## src/rtl/memory_access_if.sv

```systemverilog
// Data-memory request/acknowledge bus between the memory stage and a
// variable-latency data memory.
interface memory_access_if;
  logic        req;
  logic        we;
  logic [63:0] addr;
  logic [63:0] wdata;
  logic [63:0] rdata;
  logic        ack;
  logic        err;

  modport master (output req, we, addr, wdata, input rdata, ack, err);
  modport slave  (input req, we, addr, wdata, output rdata, ack, err);
endinterface

```

## src/rtl/memory_access.sv

```systemverilog
// Y86-64 memory stage: classifies the instruction, performs at most one
// data-memory access over req/ack with timeout, and keeps a sticky status.
module memory_access #(
  parameter int unsigned MEM_BYTES = 8192,
  parameter int unsigned TIMEOUT   = 16
) (
  input  logic                   clk_i,
  input  logic                   rst_i,
  input  logic                   start_i,
  input  logic [3:0]             icode_i,
  input  logic                   instr_valid_i,
  input  logic                   imem_error_i,
  input  logic [63:0]            vale_i,
  input  logic [63:0]            vala_i,
  input  logic [63:0]            valp_i,
  output logic [63:0]            valm_o,
  output logic [2:0]             stat_o,
  output logic                   busy_o,
  output logic                   done_o,
  memory_access_if.master        dmem
);

  localparam logic [1:0] S_IDLE = 2'd0;
  localparam logic [1:0] S_REQ  = 2'd1;
  localparam logic [1:0] S_DONE = 2'd2;

  localparam logic [2:0] STAT_AOK = 3'd1;
  localparam logic [2:0] STAT_HLT = 3'd2;
  localparam logic [2:0] STAT_ADR = 3'd3;
  localparam logic [2:0] STAT_INS = 3'd4;

  localparam int unsigned CW = $clog2(TIMEOUT + 1);
  localparam logic [63:0] LAST_ADDR = 64'(MEM_BYTES - 8);
  localparam logic [CW-1:0] CNT_LAST = CW'(TIMEOUT - 1);

  logic [1:0]    state_q, state_d;
  logic [2:0]    stat_q, stat_d;
  logic [63:0]   valm_q, valm_d;
  logic          we_q, we_d;
  logic [63:0]   addr_q, addr_d;
  logic [63:0]   wdata_q, wdata_d;
  logic [CW-1:0] cnt_q, cnt_d;
  logic          req_q, busy_q, done_q;

  logic          acc_s;
  logic          acc_we_s;
  logic [63:0]   acc_addr_s;
  logic [63:0]   acc_wdata_s;

  // Access decode per icode: stack ops (ret/popq) address through valA.
  always_comb begin
    acc_s       = 1'b0;
    acc_we_s    = 1'b0;
    acc_addr_s  = vale_i;
    acc_wdata_s = vala_i;
    case (icode_i)
      4'h4: begin acc_s = 1'b1; acc_we_s = 1'b1; end
      4'h5: begin acc_s = 1'b1; end
      4'h8: begin acc_s = 1'b1; acc_we_s = 1'b1; acc_wdata_s = valp_i; end
      4'h9, 4'hB: begin acc_s = 1'b1; acc_addr_s = vala_i; end
      4'hA: begin acc_s = 1'b1; acc_we_s = 1'b1; end
      default: begin acc_s = 1'b0; end
    endcase
  end

  always_comb begin
    state_d = state_q;
    stat_d  = stat_q;
    valm_d  = valm_q;
    we_d    = we_q;
    addr_d  = addr_q;
    wdata_d = wdata_q;
    cnt_d   = cnt_q;
    case (state_q)
      // DONE returns to IDLE at the same edge, so it accepts start too.
      S_IDLE, S_DONE: begin
        if (start_i) begin
          state_d = S_DONE;
          if (stat_q != STAT_AOK) begin
            stat_d = stat_q;
          end else if (imem_error_i) begin
            stat_d = STAT_ADR;
          end else if (!instr_valid_i || (icode_i > 4'hB)) begin
            stat_d = STAT_INS;
          end else if (icode_i == 4'h0) begin
            stat_d = STAT_HLT;
          end else if (!acc_s) begin
            stat_d = stat_q;
          end else if (acc_addr_s > LAST_ADDR) begin
            stat_d = STAT_ADR;
          end else begin
            state_d = S_REQ;
            we_d    = acc_we_s;
            addr_d  = acc_addr_s;
            wdata_d = acc_wdata_s;
            cnt_d   = '0;
          end
        end else begin
          state_d = S_IDLE;
        end
      end
      S_REQ: begin
        if (dmem.ack) begin
          state_d = S_DONE;
          cnt_d   = '0;
          if (dmem.err) begin
            stat_d = STAT_ADR;
          end else if (!we_q) begin
            valm_d = dmem.rdata;
          end else begin
            valm_d = valm_q;
          end
        end else if (cnt_q == CNT_LAST) begin
          state_d = S_DONE;
          stat_d  = STAT_ADR;
          cnt_d   = '0;
        end else begin
          cnt_d = cnt_q + CW'(1);
        end
      end
      default: begin
        state_d = S_IDLE;
      end
    endcase
  end

  // State and registered outputs; req/busy/done follow the next state.
  always_ff @(posedge clk_i) begin
    if (rst_i) begin
      state_q <= S_IDLE;
      stat_q  <= STAT_AOK;
      valm_q  <= 64'd0;
      we_q    <= 1'b0;
      addr_q  <= 64'd0;
      wdata_q <= 64'd0;
      cnt_q   <= '0;
      req_q   <= 1'b0;
      busy_q  <= 1'b0;
      done_q  <= 1'b0;
    end else begin
      state_q <= state_d;
      stat_q  <= stat_d;
      valm_q  <= valm_d;
      we_q    <= we_d;
      addr_q  <= addr_d;
      wdata_q <= wdata_d;
      cnt_q   <= cnt_d;
      req_q   <= (state_d == S_REQ);
      busy_q  <= (state_d != S_IDLE);
      done_q  <= (state_d == S_DONE);
    end
  end

  assign valm_o     = valm_q;
  assign stat_o     = stat_q;
  assign busy_o     = busy_q;
  assign done_o     = done_q;
  assign dmem.req   = req_q;
  assign dmem.we    = we_q;
  assign dmem.addr  = addr_q;
  assign dmem.wdata = wdata_q;

endmodule

```

## src/flat_wrapper.sv

```systemverilog
// flat-port wrapper written by rule: the top's interface ports become plain ports
module memory_access_flat 
#(
  parameter int unsigned MEM_BYTES = 8192,
  parameter int unsigned TIMEOUT   = 16
)
  (clk_i, rst_i, start_i, icode_i, instr_valid_i, imem_error_i, vale_i, vala_i, valp_i, valm_o, stat_o, busy_o, done_o, dmem_req, dmem_we, dmem_addr, dmem_wdata, dmem_rdata, dmem_ack, dmem_err);
  memory_access_if dmem_i ();
  input  logic clk_i;
  input  logic rst_i;
  input  logic start_i;
  input  logic [3:0] icode_i;
  input  logic instr_valid_i;
  input  logic imem_error_i;
  input  logic [63:0] vale_i;
  input  logic [63:0] vala_i;
  input  logic [63:0] valp_i;
  output logic [63:0] valm_o;
  output logic [2:0] stat_o;
  output logic busy_o;
  output logic done_o;
  output wire logic [$bits(dmem_i.req)-1:0] dmem_req;
  output wire logic [$bits(dmem_i.we)-1:0] dmem_we;
  output wire logic [$bits(dmem_i.addr)-1:0] dmem_addr;
  output wire logic [$bits(dmem_i.wdata)-1:0] dmem_wdata;
  input wire logic [$bits(dmem_i.rdata)-1:0] dmem_rdata;
  input wire logic [$bits(dmem_i.ack)-1:0] dmem_ack;
  input wire logic [$bits(dmem_i.err)-1:0] dmem_err;
  assign dmem_req = dmem_i.req;
  assign dmem_we = dmem_i.we;
  assign dmem_addr = dmem_i.addr;
  assign dmem_wdata = dmem_i.wdata;
  assign dmem_i.rdata = dmem_rdata;
  assign dmem_i.ack = dmem_ack;
  assign dmem_i.err = dmem_err;
  memory_access #(.MEM_BYTES(MEM_BYTES), .TIMEOUT(TIMEOUT)) u_core (.clk_i(clk_i), .rst_i(rst_i), .start_i(start_i), .icode_i(icode_i), .instr_valid_i(instr_valid_i), .imem_error_i(imem_error_i), .vale_i(vale_i), .vala_i(vala_i), .valp_i(valp_i), .valm_o(valm_o), .stat_o(stat_o), .busy_o(busy_o), .done_o(done_o), .dmem(dmem_i));
endmodule
```

## config.mk

```make
export PLATFORM = sky130hd
export DESIGN_NAME = memory_access_flat
export DESIGN_NICKNAME = d
export VERILOG_FILES = /design/src/rtl/memory_access_if.sv /design/src/rtl/memory_access.sv /design/src/flat_wrapper.sv
export SDC_FILE = /design/constraint.sdc
export NUM_CORES = 1
export LEC_CHECK = 0
export CORE_AREA = 2 2 181 183
export DETAILED_ROUTE_END_ITERATION = 12
export DIE_AREA = 0 0 183 185
export PLACE_DENSITY_LB_ADDON = 0.05
export SLEW_MARGIN = 20
export SYNTH_ARGS = -nofsm -noshare
export SYNTH_HDL_FRONTEND = slang
export SYNTH_SLANG_ARGS = --single-unit
```

## constraint.sdc

```tcl
create_clock -name clk_i -period 2.85 [get_ports clk_i]
set_input_delay 0.7125 -clock clk_i [delete_from_list [all_inputs] [get_ports clk_i]]
set_output_delay 0.7125 -clock clk_i [all_outputs]
set_load 0.1 [all_outputs]
```

# Word level (Yosys, flattened, before mapping)
# Cells that the tools add are included.
dict set report totals {
  reg_bits 206
  in_bits 267
  out_inout_bits 199
  wordCells 92
}
dict set report op_classes {
  add_sub_neg 1
  magnitude_cmp 2
  eq_ne 23
  n_mux 35
  n_bitwise 7
  reduce_logical 14
}
# operator n
set ops {}
lappend ops {{64-bit two-way mux} 2}
lappend ops {{64-bit by 13-bit greater-than comparator with 1-bit output (second input constant)} 1}
lappend ops {{5-bit two-way mux} 9}
lappend ops {{3-bit two-way mux} 10}
lappend ops {{2-bit two-way mux} 9}
lappend ops {{4-bit == test (second input constant)} 4}
lappend ops {{8-bit AND reduction} 2}
lappend ops {{2-bit inequality test (second input constant)} 6}
lappend ops {{5-bit by 2-bit inequality test with 1-bit output (second input constant)} 2}
lappend ops {{5-bit one-hot mux with 2 select lines} 1}
lappend ops {{4-bit by 3-bit == test with 1-bit output (second input constant)} 2}
lappend ops {{1-bit inverter} 7}
lappend ops {{7-bit AND reduction} 1}
lappend ops {{3-bit one-hot mux with 2 select lines} 1}
lappend ops {{6-bit OR reduction} 1}
lappend ops {{5-bit by 1-bit adder with 5-bit output (second input constant)} 1}
lappend ops {{5-bit by 4-bit == test with 1-bit output (second input constant)} 1}
lappend ops {{2-bit by 1-bit == test with 1-bit output (second input constant)} 2}
lappend ops {{2-bit == test (second input constant)} 2}
lappend ops {{4-bit greater-than comparator (second input constant)} 1}
lappend ops {{4-bit logical NOT} 1}
lappend ops {{2-bit one-hot mux with 2 select lines} 1}
lappend ops {{4-bit AND reduction} 1}
lappend ops {{2-bit nonzero test} 2}
lappend ops {{other kinds (10)} 12}

# Longest topological paths before layout
dict set report logic_depth {
  word_depth 13
  ltp_mapped 8
  depth_no_buf 7
}

# Least setup slack after synthesis
# Ideal clock, no wire load.
dict set report synth_path {
  kind {register to register}
  from {reg u_core.stat_q[0] (netlist: u_core.stat_o[0])}
  to {reg u_core.cnt_q[4]}
  setup_time_ns 0.116
  t_arrival_ns 2.036
  t_required_ns 2.734
  setup_slack_ns 0.699
  path_stages_with_launch 7
  path_buffers 1
  period_less_slack_ns 2.151
  cell_sequence {dfxtp_1 -> nor2b_1 -> and4_1 -> o221ai_2 -> buf_6 -> a22o_1 -> and3_1}
}
dict set report synth_between {
  elab_chain_len 3
}
# element line
set synth_lines {}
lappend synth_lines {{from (decl)} memory_access.sv:37} ;# logic [2:0] stat_q, stat_d;
lappend synth_lines {{from (signal assigned)} memory_access.sv:142} ;# stat_q <= stat_d;
lappend synth_lines {{3-bit by 1-bit inequality test with 1-bit output} memory_access.sv:79} ;# if (stat_q != STAT_AOK) begin
lappend synth_lines {{2-bit inequality test (no source line)} n/a}
lappend synth_lines {{8-bit AND reduction (no source line)} n/a}
lappend synth_lines {{to (signal assigned)} memory_access.sv:147} ;# cnt_q <= cnt_d;
lappend synth_lines {{to (decl)} memory_access.sv:42} ;# logic [CW-1:0] cnt_q, cnt_d;
# Every way passes these cells.
# A chain may end at the register's enable or synchronous reset.

# Worst setup path in the final report
dict set report layout_path {
  from {in vale_i[3]}
  to {reg u_core.wdata_q[41] (netlist: u_core.dmem.wdata[41])}
}
dict set report layout_between {
  elab_chain_len 4
}
# element line
set layout_lines {}
lappend layout_lines {{from (decl)} flat_wrapper.sv:15} ;# input logic [63:0] vale_i;
lappend layout_lines {{64-bit two-way mux} memory_access.sv:56} ;# case (icode_i)
lappend layout_lines {{64-bit by 13-bit greater-than comparator with 1-bit output} memory_access.sv:89} ;# end else if (acc_addr_s > LAST_ADDR) begin
lappend layout_lines {{1-bit inverter (no source line)} n/a}
lappend layout_lines {{8-bit AND reduction (no source line)} n/a}
lappend layout_lines {{to (signal assigned)} memory_access.sv:146} ;# wdata_q <= wdata_d;
lappend layout_lines {{to (decl)} memory_access.sv:41} ;# logic [63:0] wdata_q, wdata_d;
# Every way passes these cells.

==> impl_metrics.ini <==
[worst_hold_path]
worstHoldStart = rst_i
worstHoldPathType = in2reg

[worst_setup_path]
crit_type = in2reg
cpMaxStageDelayCell = clkdlybuf4s50_1
arrival_ns = 3.02
crit_chain = clkdlybuf4s50_1 -> nand2_1 -> nor4_1 -> nor3_2 -> buf_4 -> o221ai_4 -> buf_12 -> mux2i_1 -> nor2_1
timing.rr.start = u_core.state_q[0]
crit_start = vale_i[3]
worstSetupEndpointType = flip-flop
r2r_slack_ns = 0.99
required_ns = 3.24
crit_path_start_kind = input port
cp_max_fo = 66
worst_path_largest_cell_delay_ns = 0.51

[synthesis]
syn_inst = 859
synth_top_area_share_pct = 50.0
synth_warnings = 0
syn_nets = 1127
synth-async-reset-ratio_pct = 0
yosysSeqAreaShare_pct = 50.0
yosysTopAreaCell = dfxtp_1
synth_edf_count = 0
yosys.cell_types.count = 44
synth.avg_cell_area_sq_um = 9.60
ys.flop_type = dfxtp_1
ys_top_cells_by_area = dfxtp_1 (50%), mux2_2 (11%), mux2i_1 (9.3%)
netlist_area_sq_um = 8250
synth_seq_cells = 206

[cells_and_area]
nets = 1619
seqCellArea_sq_um = 4120
drive_gt1_share_pct = 28.2
design_area_sq_um = 14000
area_delta_synth_final_pct = 69.7
layout_commonest_cell = clkdlybuf4s50_1
instances_no_fill = 1782
num-fill-cells = 3213
multi_input_comb_area_sq_um = 3800
mostFrequentLayoutCells = clkdlybuf4s50_1 (265), buf_4 (251), dfxtp_1 (206)
utilization_pct = 43.7

[drt]
wirelength_um = 32600
routedWlPerCell_um = 18.3
first_pass_iters = 4
first_iter_violations = 202
ant_nets = 0
vias_per_cell = 4.48
drc_errors = 0
vias = 7992

[timing]
slew_headroom_pct = 60.0
fmax_ghz = 0.380
rsz0062_at_grt = no
hold_violations = 0
tightest_slew_ns = 0.600
maxSlewViolCount = 0
setup_viol = 0
period_share_pct = 92.3
skew_ns = 0.00705
finalCriticalPeriod_ns = 2.63

[placement]
post-place-cells = 1732
portBuffers = 465
gp_congestion = 0.768
placed_cell_area_sq_um = 13200
hpwl_um = 24900

[die]
start_util_pct = 25.7
ioPinCount = 466
die_area_sq_um = 33900
die_w_um = 183
rows = 66
design.core.area_sq_um = 32000
die_h_um = 185

[global_routing]
grt.total_usage_pct = 18.3
grt_pass1_wl_um = 47700
grt_pass1_vias = 8009
antenna_found_initial = 6
grt-ovfl-total = 0
grt_max_degree = 67

[cts]
htree_levels = 1
cts_inserted_buffers = 25
cts-root-buf = clkbuf_16
clock-sinks = 206
clk_pin_slew_ns = 0.06
cts_tree = built
insertion_delay_ns = 0.52
cts.path.max_buffers = 3

[power_and_ir_drop]
power.density_nw_per_um2 = 481
vdd_drop_max_v = 0.000516
leakagePower_nw = 6.35
fin_total_pwr_w = 0.00673

[flow_run]
cap_viol_max_count = 0

[run_status]
status = complete, no violations
[registers in the layout (all words and copies together) (netlist names)]
name and flops:
u_core.cnt_q 5, u_core.dmem.req 1, u_core.stat_o 3, u_core.valm_o 64, u_core.state_q 2, u_core.dmem.addr 64
u_core.dmem.wdata 64, u_core.done_o 1, u_core.dmem.we 1, u_core.busy_o 1
[report_power, final]
part	switching [W]	leakage, nW	internal, W	total, W
Combinational	0.000242	4.28	0.000446	0.000688
Clock	0.00126	0.406	0.00190	0.00316
Sequential	0.00000462	1.66	0.00289	0.00289
[metrics by stage]
stage	hold slack (ns)	setup TNS, ns	setup WS [ns]
after floorplan	0.465	0	0.699
after global placement	0.443	-57.31	-0.469
after detailed placement	0.447	-50.89	-0.428
after CTS	0.391	0	0.122
after global routing	0.402	0	0.120
final	0.421	0	0.220
[metal layers]
layer	up-vias	global-route usage, %	share of wire (%)
li1	3967	-	-
met1	3643	20.2	39
met2	328	33.0	49
met3	54	5.96	8.8
met4	0	6.34	3.3
met5	-	0	0
[cells in the mapped netlist (8+ instances only)]
library cell	number
nand4_1	12
nand2_1	131
dfxtp_1	206
nor2_1	93
and3_1	53
mux2i_1	77
buf_6	8
nor4_1	25
a21oi_1	73
mux2_2	77
buf_2	15
clkbuf_1	31
[critical path, delay by kind of cell]
kind / cells / cell delay (ns)
buffers and inverters: 3 / 1.04
AND/OR/NAND/NOR: 4 / 0.68
AO/OA/AOI/OAI: 1 / 0.28
multiplexers: 1 / 0.25
[cells by family (layout without fill, tap and decap cells)]
group           Yosys count  count (layout)  synth area share (%)
compound gates           88              88                  5.80
xor+xnor                  1               1                 0.106
fa+ha+maj                 1               1                 0.152
buf+inv                  62             572                  4.26
flops                   206             206                  50.0
mux                     154             154                  19.9
other cells               0               5                     0
simple gates            347             347                  19.8
[final cells by class]
type	instances	share of cell area, %
diodes	5	0.0894
flip-flops and latches	206	29.5
multi-input cells	591	27.2
clock inverters	6	0.528
inverters	2	0.0536
well taps	408	3.65
clock buffers	39	5.35
repair buffers	525	33.7
[path summary, 6_finish.rpt]
check,to,cells after the start
worst max-delay path,u_core.dmem.wdata[41],9
worst min-delay path,u_core.valm_o[7],2
worst max register to register,u_core.dmem.wdata[41],7
worst min register to register,u_core.valm_o[7],2
[timing repair]
| item | 4_1_cts | 5_1_grt |
|---|---|---|
| hold buffers | 0 | 0 |
| gates resized for setup | 0 | 1 |
| setup endpoints to repair | 0 | 31 |
| setup buffers | 0 | 0 |
(Power assumes the default switching activity.)
